### config.mk
export PLATFORM = sky130hd
export DESIGN_NAME = sprite_render_flat
export DESIGN_NICKNAME = d
export VERILOG_FILES = /design/src/rtl/sprite_render_if.sv /design/src/rtl/sprite_render.sv /design/src/flat_wrapper.sv
export SDC_FILE = /design/constraint.sdc
export NUM_CORES = 1
export LEC_CHECK = 0
export BUFFER_PORTS_ARGS = -buffer_cell sky130_fd_sc_hd__buf_2
export CORE_UTILIZATION = 62
export CTS_CLUSTER_DIAMETER = 150
export DETAILED_ROUTE_END_ITERATION = 10
export GPL_ROUTABILITY_DRIVEN = 1
export GPL_TIMING_DRIVEN = 0
export PLACE_DENSITY = 0.79
export SLEW_MARGIN = 15
export SYNTH_ARGS = -nofsm -noshare
export SYNTH_HDL_FRONTEND = slang
export SYNTH_SLANG_ARGS = --single-unit
### constraint.sdc
create_clock -name clk -period 8.3 [get_ports clk]
set_input_delay 0.415 -clock clk [delete_from_list [all_inputs] [get_ports clk]]
set_output_delay 0.415 -clock clk [all_outputs]
set_load 0.05 [all_outputs]
### src/rtl/sprite_render_if.sv
// Beam/bitmap interface of the sprite renderer.
// master: timing generator / loader side (drives counters, blanks, frame_tick, load stream).
// slave : sprite_render (returns pixel_on, sprite position and load_full).
interface sprite_render_if #(
    parameter int H_CNT_W = 11,
    parameter int V_CNT_W = 11
);
    logic signed [H_CNT_W-1:0] hcounter;
    logic signed [V_CNT_W-1:0] vcounter;
    logic                      hblank;
    logic                      vblank;
    logic                      frame_tick;
    logic                      load_en;
    logic                      load_data;
    logic                      pixel_on;
    logic        [H_CNT_W-2:0] sprite_x;
    logic        [V_CNT_W-2:0] sprite_y;
    logic                      load_full;

    modport master (
        output hcounter, vcounter, hblank, vblank, frame_tick, load_en, load_data,
        input  pixel_on, sprite_x, sprite_y, load_full
    );

    modport slave (
        input  hcounter, vcounter, hblank, vblank, frame_tick, load_en, load_data,
        output pixel_on, sprite_x, sprite_y, load_full
    );
endinterface

### src/rtl/sprite_render.sv
// Bouncing-sprite pixel generator.
// Ports: clk (pixel clock), reset_n (async active-low), bus (sprite_render_if.slave):
//   inputs  hcounter/vcounter (signed beam position), hblank/vblank, frame_tick,
//           load_en/load_data (serial bitmap, MSB-first, row-major)
//   outputs pixel_on (1-cycle latency), sprite_x/sprite_y, load_full.
// A 12x12 bitmap is double-buffered: bits shift into a shadow register and are
// committed to the displayed copy on frame_tick once a full image has arrived.
module sprite_render #(
    parameter int H_RES       = 640,
    parameter int V_RES       = 480,
    parameter int H_CNT_W     = 11,
    parameter int V_CNT_W     = 11,
    parameter int SPRITE_SIZE = 12,
    parameter int SCALE_LOG2  = 2,
    parameter int SPEED       = 2,
    parameter int X_INIT      = 100,
    parameter int Y_INIT      = 60,
    parameter logic [SPRITE_SIZE*SPRITE_SIZE-1:0] BITMAP_INIT = '1
) (
    input logic              clk,
    input logic              reset_n,
    sprite_render_if.slave   bus
);
    localparam int SPRITE_PX = SPRITE_SIZE << SCALE_LOG2;
    localparam int NBITS     = SPRITE_SIZE * SPRITE_SIZE;
    localparam int MAX_X     = H_RES - SPRITE_PX;
    localparam int MAX_Y     = V_RES - SPRITE_PX;
    localparam int CNT_W     = $clog2(NBITS + 1);
    localparam int IDX_W     = $clog2(NBITS);
    localparam int XW        = H_CNT_W - 1;
    localparam int YW        = V_CNT_W - 1;

    logic [XW-1:0]    r_x;
    logic [YW-1:0]    r_y;
    logic             r_dx;     // 0 = moving +, 1 = moving -
    logic             r_dy;
    logic [NBITS-1:0] r_active;
    logic [NBITS-1:0] r_shadow;
    logic [CNT_W-1:0] r_count;
    logic             r_pix;

    // Beam offset relative to sprite origin, one bit wider so a negative result is visible.
    logic [H_CNT_W:0] w_dh;
    logic [V_CNT_W:0] w_dv;
    logic             w_in;
    logic [IDX_W-1:0] w_col;
    logic [IDX_W-1:0] w_row;
    logic [IDX_W-1:0] w_idx;
    logic [IDX_W-1:0] w_ridx;
    logic             w_bit;

    assign w_dh = {bus.hcounter[H_CNT_W-1], bus.hcounter} - {2'b00, r_x};
    assign w_dv = {bus.vcounter[V_CNT_W-1], bus.vcounter} - {2'b00, r_y};
    assign w_in = !bus.hcounter[H_CNT_W-1] && !bus.vcounter[V_CNT_W-1]
                  && !w_dh[H_CNT_W] && (w_dh[H_CNT_W-1:0] < H_CNT_W'(SPRITE_PX))
                  && !w_dv[V_CNT_W] && (w_dv[V_CNT_W-1:0] < V_CNT_W'(SPRITE_PX));
    assign w_col  = w_dh[SCALE_LOG2 +: IDX_W];
    assign w_row  = w_dv[SCALE_LOG2 +: IDX_W];
    assign w_idx  = w_row * IDX_W'(SPRITE_SIZE) + w_col;
    // Row 0 col 0 was shifted in first, so it sits at the MSB.
    assign w_ridx = IDX_W'(NBITS - 1) - w_idx;
    assign w_bit  = w_in ? r_active[w_ridx] : 1'b0;

    // Next position: sums are one bit wider than the position so nothing wraps.
    logic [XW:0]   w_x_up;
    logic [YW:0]   w_y_up;
    logic [XW-1:0] w_x_nxt;
    logic [YW-1:0] w_y_nxt;
    logic          w_dx_nxt;
    logic          w_dy_nxt;

    assign w_x_up = {1'b0, r_x} + (XW + 1)'(SPEED);
    assign w_y_up = {1'b0, r_y} + (YW + 1)'(SPEED);

    always_comb begin
        w_x_nxt  = r_x;
        w_dx_nxt = r_dx;
        if (!r_dx) begin
            if (w_x_up > (XW + 1)'(MAX_X)) begin
                w_x_nxt  = XW'(MAX_X);
                w_dx_nxt = 1'b1;
            end else begin
                w_x_nxt = w_x_up[XW-1:0];
            end
        end else if (r_x < XW'(SPEED)) begin
            w_x_nxt  = '0;
            w_dx_nxt = 1'b0;
        end else begin
            w_x_nxt = r_x - XW'(SPEED);
        end
    end

    always_comb begin
        w_y_nxt  = r_y;
        w_dy_nxt = r_dy;
        if (!r_dy) begin
            if (w_y_up > (YW + 1)'(MAX_Y)) begin
                w_y_nxt  = YW'(MAX_Y);
                w_dy_nxt = 1'b1;
            end else begin
                w_y_nxt = w_y_up[YW-1:0];
            end
        end else if (r_y < YW'(SPEED)) begin
            w_y_nxt  = '0;
            w_dy_nxt = 1'b0;
        end else begin
            w_y_nxt = r_y - YW'(SPEED);
        end
    end

    logic w_full;
    assign w_full = (r_count == CNT_W'(NBITS));

    always_ff @(posedge clk or negedge reset_n) begin
        if (!reset_n) begin
            r_x      <= XW'(X_INIT);
            r_y      <= YW'(Y_INIT);
            r_dx     <= 1'b0;
            r_dy     <= 1'b0;
            r_active <= BITMAP_INIT;
            r_shadow <= '0;
            r_count  <= '0;
            r_pix    <= 1'b0;
        end else begin
            r_pix <= w_bit && !bus.hblank && !bus.vblank;
            if (bus.frame_tick) begin
                r_x  <= w_x_nxt;
                r_y  <= w_y_nxt;
                r_dx <= w_dx_nxt;
                r_dy <= w_dy_nxt;
            end
            // A bit arriving on the commit cycle becomes bit 1 of the next image.
            if (bus.frame_tick && w_full) begin
                r_active <= r_shadow;
                r_count  <= bus.load_en ? CNT_W'(1) : '0;
            end else if (bus.load_en && !w_full) begin
                r_count <= r_count + CNT_W'(1);
            end
            if (bus.load_en) begin
                r_shadow <= {r_shadow[NBITS-2:0], bus.load_data};
            end
        end
    end

    assign bus.pixel_on  = r_pix;
    assign bus.sprite_x  = r_x;
    assign bus.sprite_y  = r_y;
    assign bus.load_full = w_full;
endmodule

### src/flat_wrapper.sv
// flat-port wrapper written by rule: the top's interface ports become plain ports
module sprite_render_flat 
#(
    parameter int H_RES       = 640,
    parameter int V_RES       = 480,
    parameter int H_CNT_W     = 11,
    parameter int V_CNT_W     = 11,
    parameter int SPRITE_SIZE = 12,
    parameter int SCALE_LOG2  = 2,
    parameter int SPEED       = 2,
    parameter int X_INIT      = 100,
    parameter int Y_INIT      = 60,
    parameter logic [SPRITE_SIZE*SPRITE_SIZE-1:0] BITMAP_INIT = '1
)
  (clk, reset_n, bus_hcounter, bus_vcounter, bus_hblank, bus_vblank, bus_frame_tick, bus_load_en, bus_load_data, bus_pixel_on, bus_sprite_x, bus_sprite_y, bus_load_full);
  sprite_render_if #(.H_CNT_W(H_CNT_W), .V_CNT_W(V_CNT_W)) bus_i ();
  input logic clk;
  input logic reset_n;
  input wire logic [$bits(bus_i.hcounter)-1:0] bus_hcounter;
  input wire logic [$bits(bus_i.vcounter)-1:0] bus_vcounter;
  input wire logic [$bits(bus_i.hblank)-1:0] bus_hblank;
  input wire logic [$bits(bus_i.vblank)-1:0] bus_vblank;
  input wire logic [$bits(bus_i.frame_tick)-1:0] bus_frame_tick;
  input wire logic [$bits(bus_i.load_en)-1:0] bus_load_en;
  input wire logic [$bits(bus_i.load_data)-1:0] bus_load_data;
  output wire logic [$bits(bus_i.pixel_on)-1:0] bus_pixel_on;
  output wire logic [$bits(bus_i.sprite_x)-1:0] bus_sprite_x;
  output wire logic [$bits(bus_i.sprite_y)-1:0] bus_sprite_y;
  output wire logic [$bits(bus_i.load_full)-1:0] bus_load_full;
  assign bus_i.hcounter = bus_hcounter;
  assign bus_i.vcounter = bus_vcounter;
  assign bus_i.hblank = bus_hblank;
  assign bus_i.vblank = bus_vblank;
  assign bus_i.frame_tick = bus_frame_tick;
  assign bus_i.load_en = bus_load_en;
  assign bus_i.load_data = bus_load_data;
  assign bus_pixel_on = bus_i.pixel_on;
  assign bus_sprite_x = bus_i.sprite_x;
  assign bus_sprite_y = bus_i.sprite_y;
  assign bus_load_full = bus_i.load_full;
  sprite_render #(.H_RES(H_RES), .V_RES(V_RES), .H_CNT_W(H_CNT_W), .V_CNT_W(V_CNT_W), .SPRITE_SIZE(SPRITE_SIZE), .SCALE_LOG2(SCALE_LOG2), .SPEED(SPEED), .X_INIT(X_INIT), .Y_INIT(Y_INIT), .BITMAP_INIT(BITMAP_INIT)) u_core (.clk(clk), .reset_n(reset_n), .bus(bus_i));
endmodule
==> impl_metrics.csv <==
group,metric,value,unit
grt,grt_pass1_vias,11300,
cells_and_area,diodes,0,
synthesis,synth_top_area_cell,"dfrtp_1",
drt,postRouteAntennaNets,0,
timing,fin_crit_sh,70.5,%
drt,wirelength,33500,µm
grt,grt-ovfl-total,0,
min_path,whs_endpoint,"u_core.r_shadow[0]",
timing,final_hold_viol_count,0,
worst_setup_path,cp_max_fo,10,
synthesis,ys_seq_area_share,52.1,%
floorplan,coreArea,0.0245,mm²
drt,vias,11100,
floorplan,die_w,160,µm
worst_setup_path,reg2reg_depth,19,
worst_setup_path,path_class,"reg2reg",
worst_setup_path,cp_top_family,"adder cells",
worst_setup_path,worstSetupEndpointType,"flip-flop",
worst_setup_path,worstSetupStartpointType,"flip-flop",
clocking,clk_path_buf_depth,3,
worst_setup_path,cpMaxStageDelayCell,"xnor2_1",
clocking,clock_sinks,317,
timing,relSlewSlack,17.7,%
synthesis,yosys_register_bits,317,
clocking,clk_latency,0.53,ns
clocking,path_clk_slew,0.06,ns
synthesis,netlist_instances,1459,
worst_setup_path,worstPathRequired,8.68,ns
clocking,root_buffer,"clkbuf_16",
run,drv_cap,0,
drt,dr.pass1.iters,5,
timing,setup_viol,0,
cells_and_area,regArea,0.00812,mm²
synthesis,netlist.area_leader.share,26.7,%
clocking,htree_levels,2,
cells_and_area,fillCellCount,1716,
floorplan,num_io_pins,51,
timing,tightestPinTransition,1.23,ns
cells_and_area,multi_input_area,0.00693,mm²
timing,holdWs,0.126,ns
timing,period_needed,5.86,ns
run_status,status,"finished clean",
worst_setup_path,regToRegSetupSlack,2.44,ns
drt,wire_per_inst,17.7,µm
cells_and_area,nets,1614,
floorplan,start_util,63.7,%
cells_and_area,synthToLayoutAreaGrowth,12.0,%
timing,fmax,171,MHz
drt,viasPerCell,5.85,
synthesis,synth_cell_types,82,
worst_setup_path,timing.rr.end,"u_core.bus.pixel_on",
grt,grt_pass1_wl,56100,µm
worst_setup_path,slowest_delay,1.00,ns
min_path,hp-class,"in2reg",
timing,slew_viol_final,0,
clocking,cts_buffers,34,
synthesis,syn_area_per_cell,10.7,µm²
floorplan,die_h,160,µm
timing,finalSetupTns,0,ns
timing,rsz0062_at_grt,"false",
placement,place_hpwl,22600,µm
synthesis,synth_edf_count,0,
placement,port_buffers,45,
clocking,cts_tree,"done",
synthesis,syn_area,0.0156,mm²
synthesis,yosys_warnings,0,
worst_setup_path,cpMostUsedCell,"ha_1",
worst_setup_path,path_cells,"clkbuf_1 -> inv_1 -> ha_1 -> o21a_1 -> nor2_1 -> ha_1 -> inv_1 -> ha_1 -> ha_1 -> clkbuf_1 -> xnor2_1 -> clkbuf_8 -> mux4_2 -> a22oi_1 -> nand3_1 -> a211oi_1 -> nor4b_1 -> o21bai_1 -> a2111oi_2",
floorplan,row_count,57,
grt,grt_max_degree,111,
min_path,hold_path_depth,2,
timing,finClkSkew,0.0193,ns
grt,antenna_found_initial,0,
worst_setup_path,crit_arrival,6.23,ns
worst_setup_path,reg2reg_from,"u_core.bus.sprite_y[3]",
min_path,min_from,"bus_load_data",
drt,drt-initial-drc-count,825,
placement,gp_congestion,0.910,
worst_setup_path,path_buf_inv,5,
grt,grtUsageTotal,27.1,%
synthesis,async_flop_share,100,%
drt,drcViolationCount,0,
floorplan,fp.dieArea,0.0258,mm²
synthesis,yosys-top-cells-area,"dfrtp_1 (27%), dfstp_2 (25%), nand2_1 (11%), mux2_2 (11%), ha_1 (3.2%)",
synthesis,ys.flop_type,"dfrtp_1",
cells_and_area,layout-drive-gt1-share,27.9,%
[sequential cells by signal, summed over array words and instances, names as in the netlist]
name	cells
u_core.bus.pixel_on	1
u_core.bus.sprite_x	9
u_core.bus.sprite_y	9
u_core.r_active	144
u_core.r_count	8
u_core.r_dx	1
u_core.r_dy	1
u_core.r_shadow	144
[repair_timing]
| item | CTS | global route |
|---|---|---|
| hold buffers | 1 | 0 |
| setup buffers | 0 | 0 |
| resized for setup | 0 | 0 |
| endpoints found under the hold margin | 68 | 0 |
[cells in the mapped netlist, types with 3 or more instances]
master,n
nand2_1,472
a221oi_1,4
o221ai_1,6
xnor2_1,20
o22ai_1,10
xor2_1,11
nand2b_1,6
inv_1,38
mux2_2,151
buf_1,8
nor4_1,4
mux4_1,19
or3_1,7
dfstp_2,151
a41oi_1,3
nor2_1,34
a221o_2,4
o21ai_0,26
mux2i_1,29
a21oi_1,37
o21a_1,4
dfrtp_1,166
ha_1,40
o31ai_1,4
nor3_1,19
a211oi_1,4
nand3_1,22
nand4_1,9
and3_1,5
buf_6,3
a31oi_1,6
a22o_1,5
mux4_2,6
clkbuf_1,59
a21o_1,5
o32ai_1,3
[logic make-up (layout without fill, tap and decap cells)]
group,Yosys count,in the layout,share of synthesized area [%]
simple gates,595,595,15.6
flops,317,317,52.1
compound gates,151,151,6.84
other cells,1,2,0.0241
mux,205,205,16.9
xor+xnor,31,31,1.74
buf+inv,118,228,3.45
fa+ha+maj,41,41,3.34
[worst max-delay path by stage]
| stage | startpoint | end | slack (ns) | cells past startpoint |
|---|---|---|---|---|
| 2_1_floorplan | u_core.bus.sprite_y[1] | u_core.bus.pixel_on | 3.29 | 19 |
| 3_3_place_gp | reset_n | u_core.r_shadow[43] | 1.15 | 1 |
| 3_5_place_dp | u_core.bus.sprite_y[3] | u_core.bus.pixel_on | 2.57 | 19 |
| 4_1_cts | u_core.bus.sprite_y[3] | u_core.bus.pixel_on | 2.48 | 19 |
| 5_1_grt | u_core.bus.sprite_y[3] | u_core.bus.pixel_on | 2.10 | 19 |
| 6_report | u_core.bus.sprite_y[3] | u_core.bus.pixel_on | 2.44 | 19 |
[through the flow]
step | setup slack [ns] | utilization (%) | cell area (µm²) | std cells
after floorplan | 3.29 | - | 15600 | 1460
after detailed placement | 2.57 | 66.5 | 16300 | 1831
after global placement | 1.15 | 66.3 | 16200 | 1829
after CTS | 2.48 | 71.2 | 17400 | 1894
final | 2.44 | 71.3 | 17400 | 1894
after global routing | 2.10 | 71.3 | 17400 | 1894
[layout by cell type, fill, tap and decap left out, types with 7 or more instances in the layout]
cell / instances
nor3_1: 19
nor2_1: 34
mux2i_1: 29
nand3_1: 22
xnor2_1: 20
buf_2: 45
inv_1: 38
a21oi_1: 37
xor2_1: 11
clkbuf_16: 34
o22ai_1: 10
clkinv_2: 8
clkbuf_8: 9
ha_1: 40
o21ai_0: 26
dfstp_2: 151
or3_1: 7
mux2_2: 151
dfrtp_1: 166
buf_1: 8
nand4_1: 9
mux4_1: 19
nand2_1: 472
clkbuf_1: 65
[final cells by class]
cell class              instances  area share (%)
plain buffers                  78            2.22
clock inverters                15            1.00
clock buffers                  47            5.56
multi-input cells            1025            39.7
flip-flops and latches        317            46.6
well taps                     324            2.32
repair buffers                 48            1.72
inverters                      40           0.861
[layer usage]
| layer | global-route usage (%) | wire (µm) | up-vias |
|---|---|---|---|
| met5 | 0 | 0 | - |
| li1 | - | - | 5194 |
| met4 | 8.96 | 866 | 0 |
| met2 | 45.0 | 16100 | 289 |
| met3 | 3.98 | 1710 | 74 |
| met1 | 36.8 | 14800 | 5519 |
Power is not shown: default switching activity piles up to over one toggle a cycle in this logic, so the estimate is an artifact.
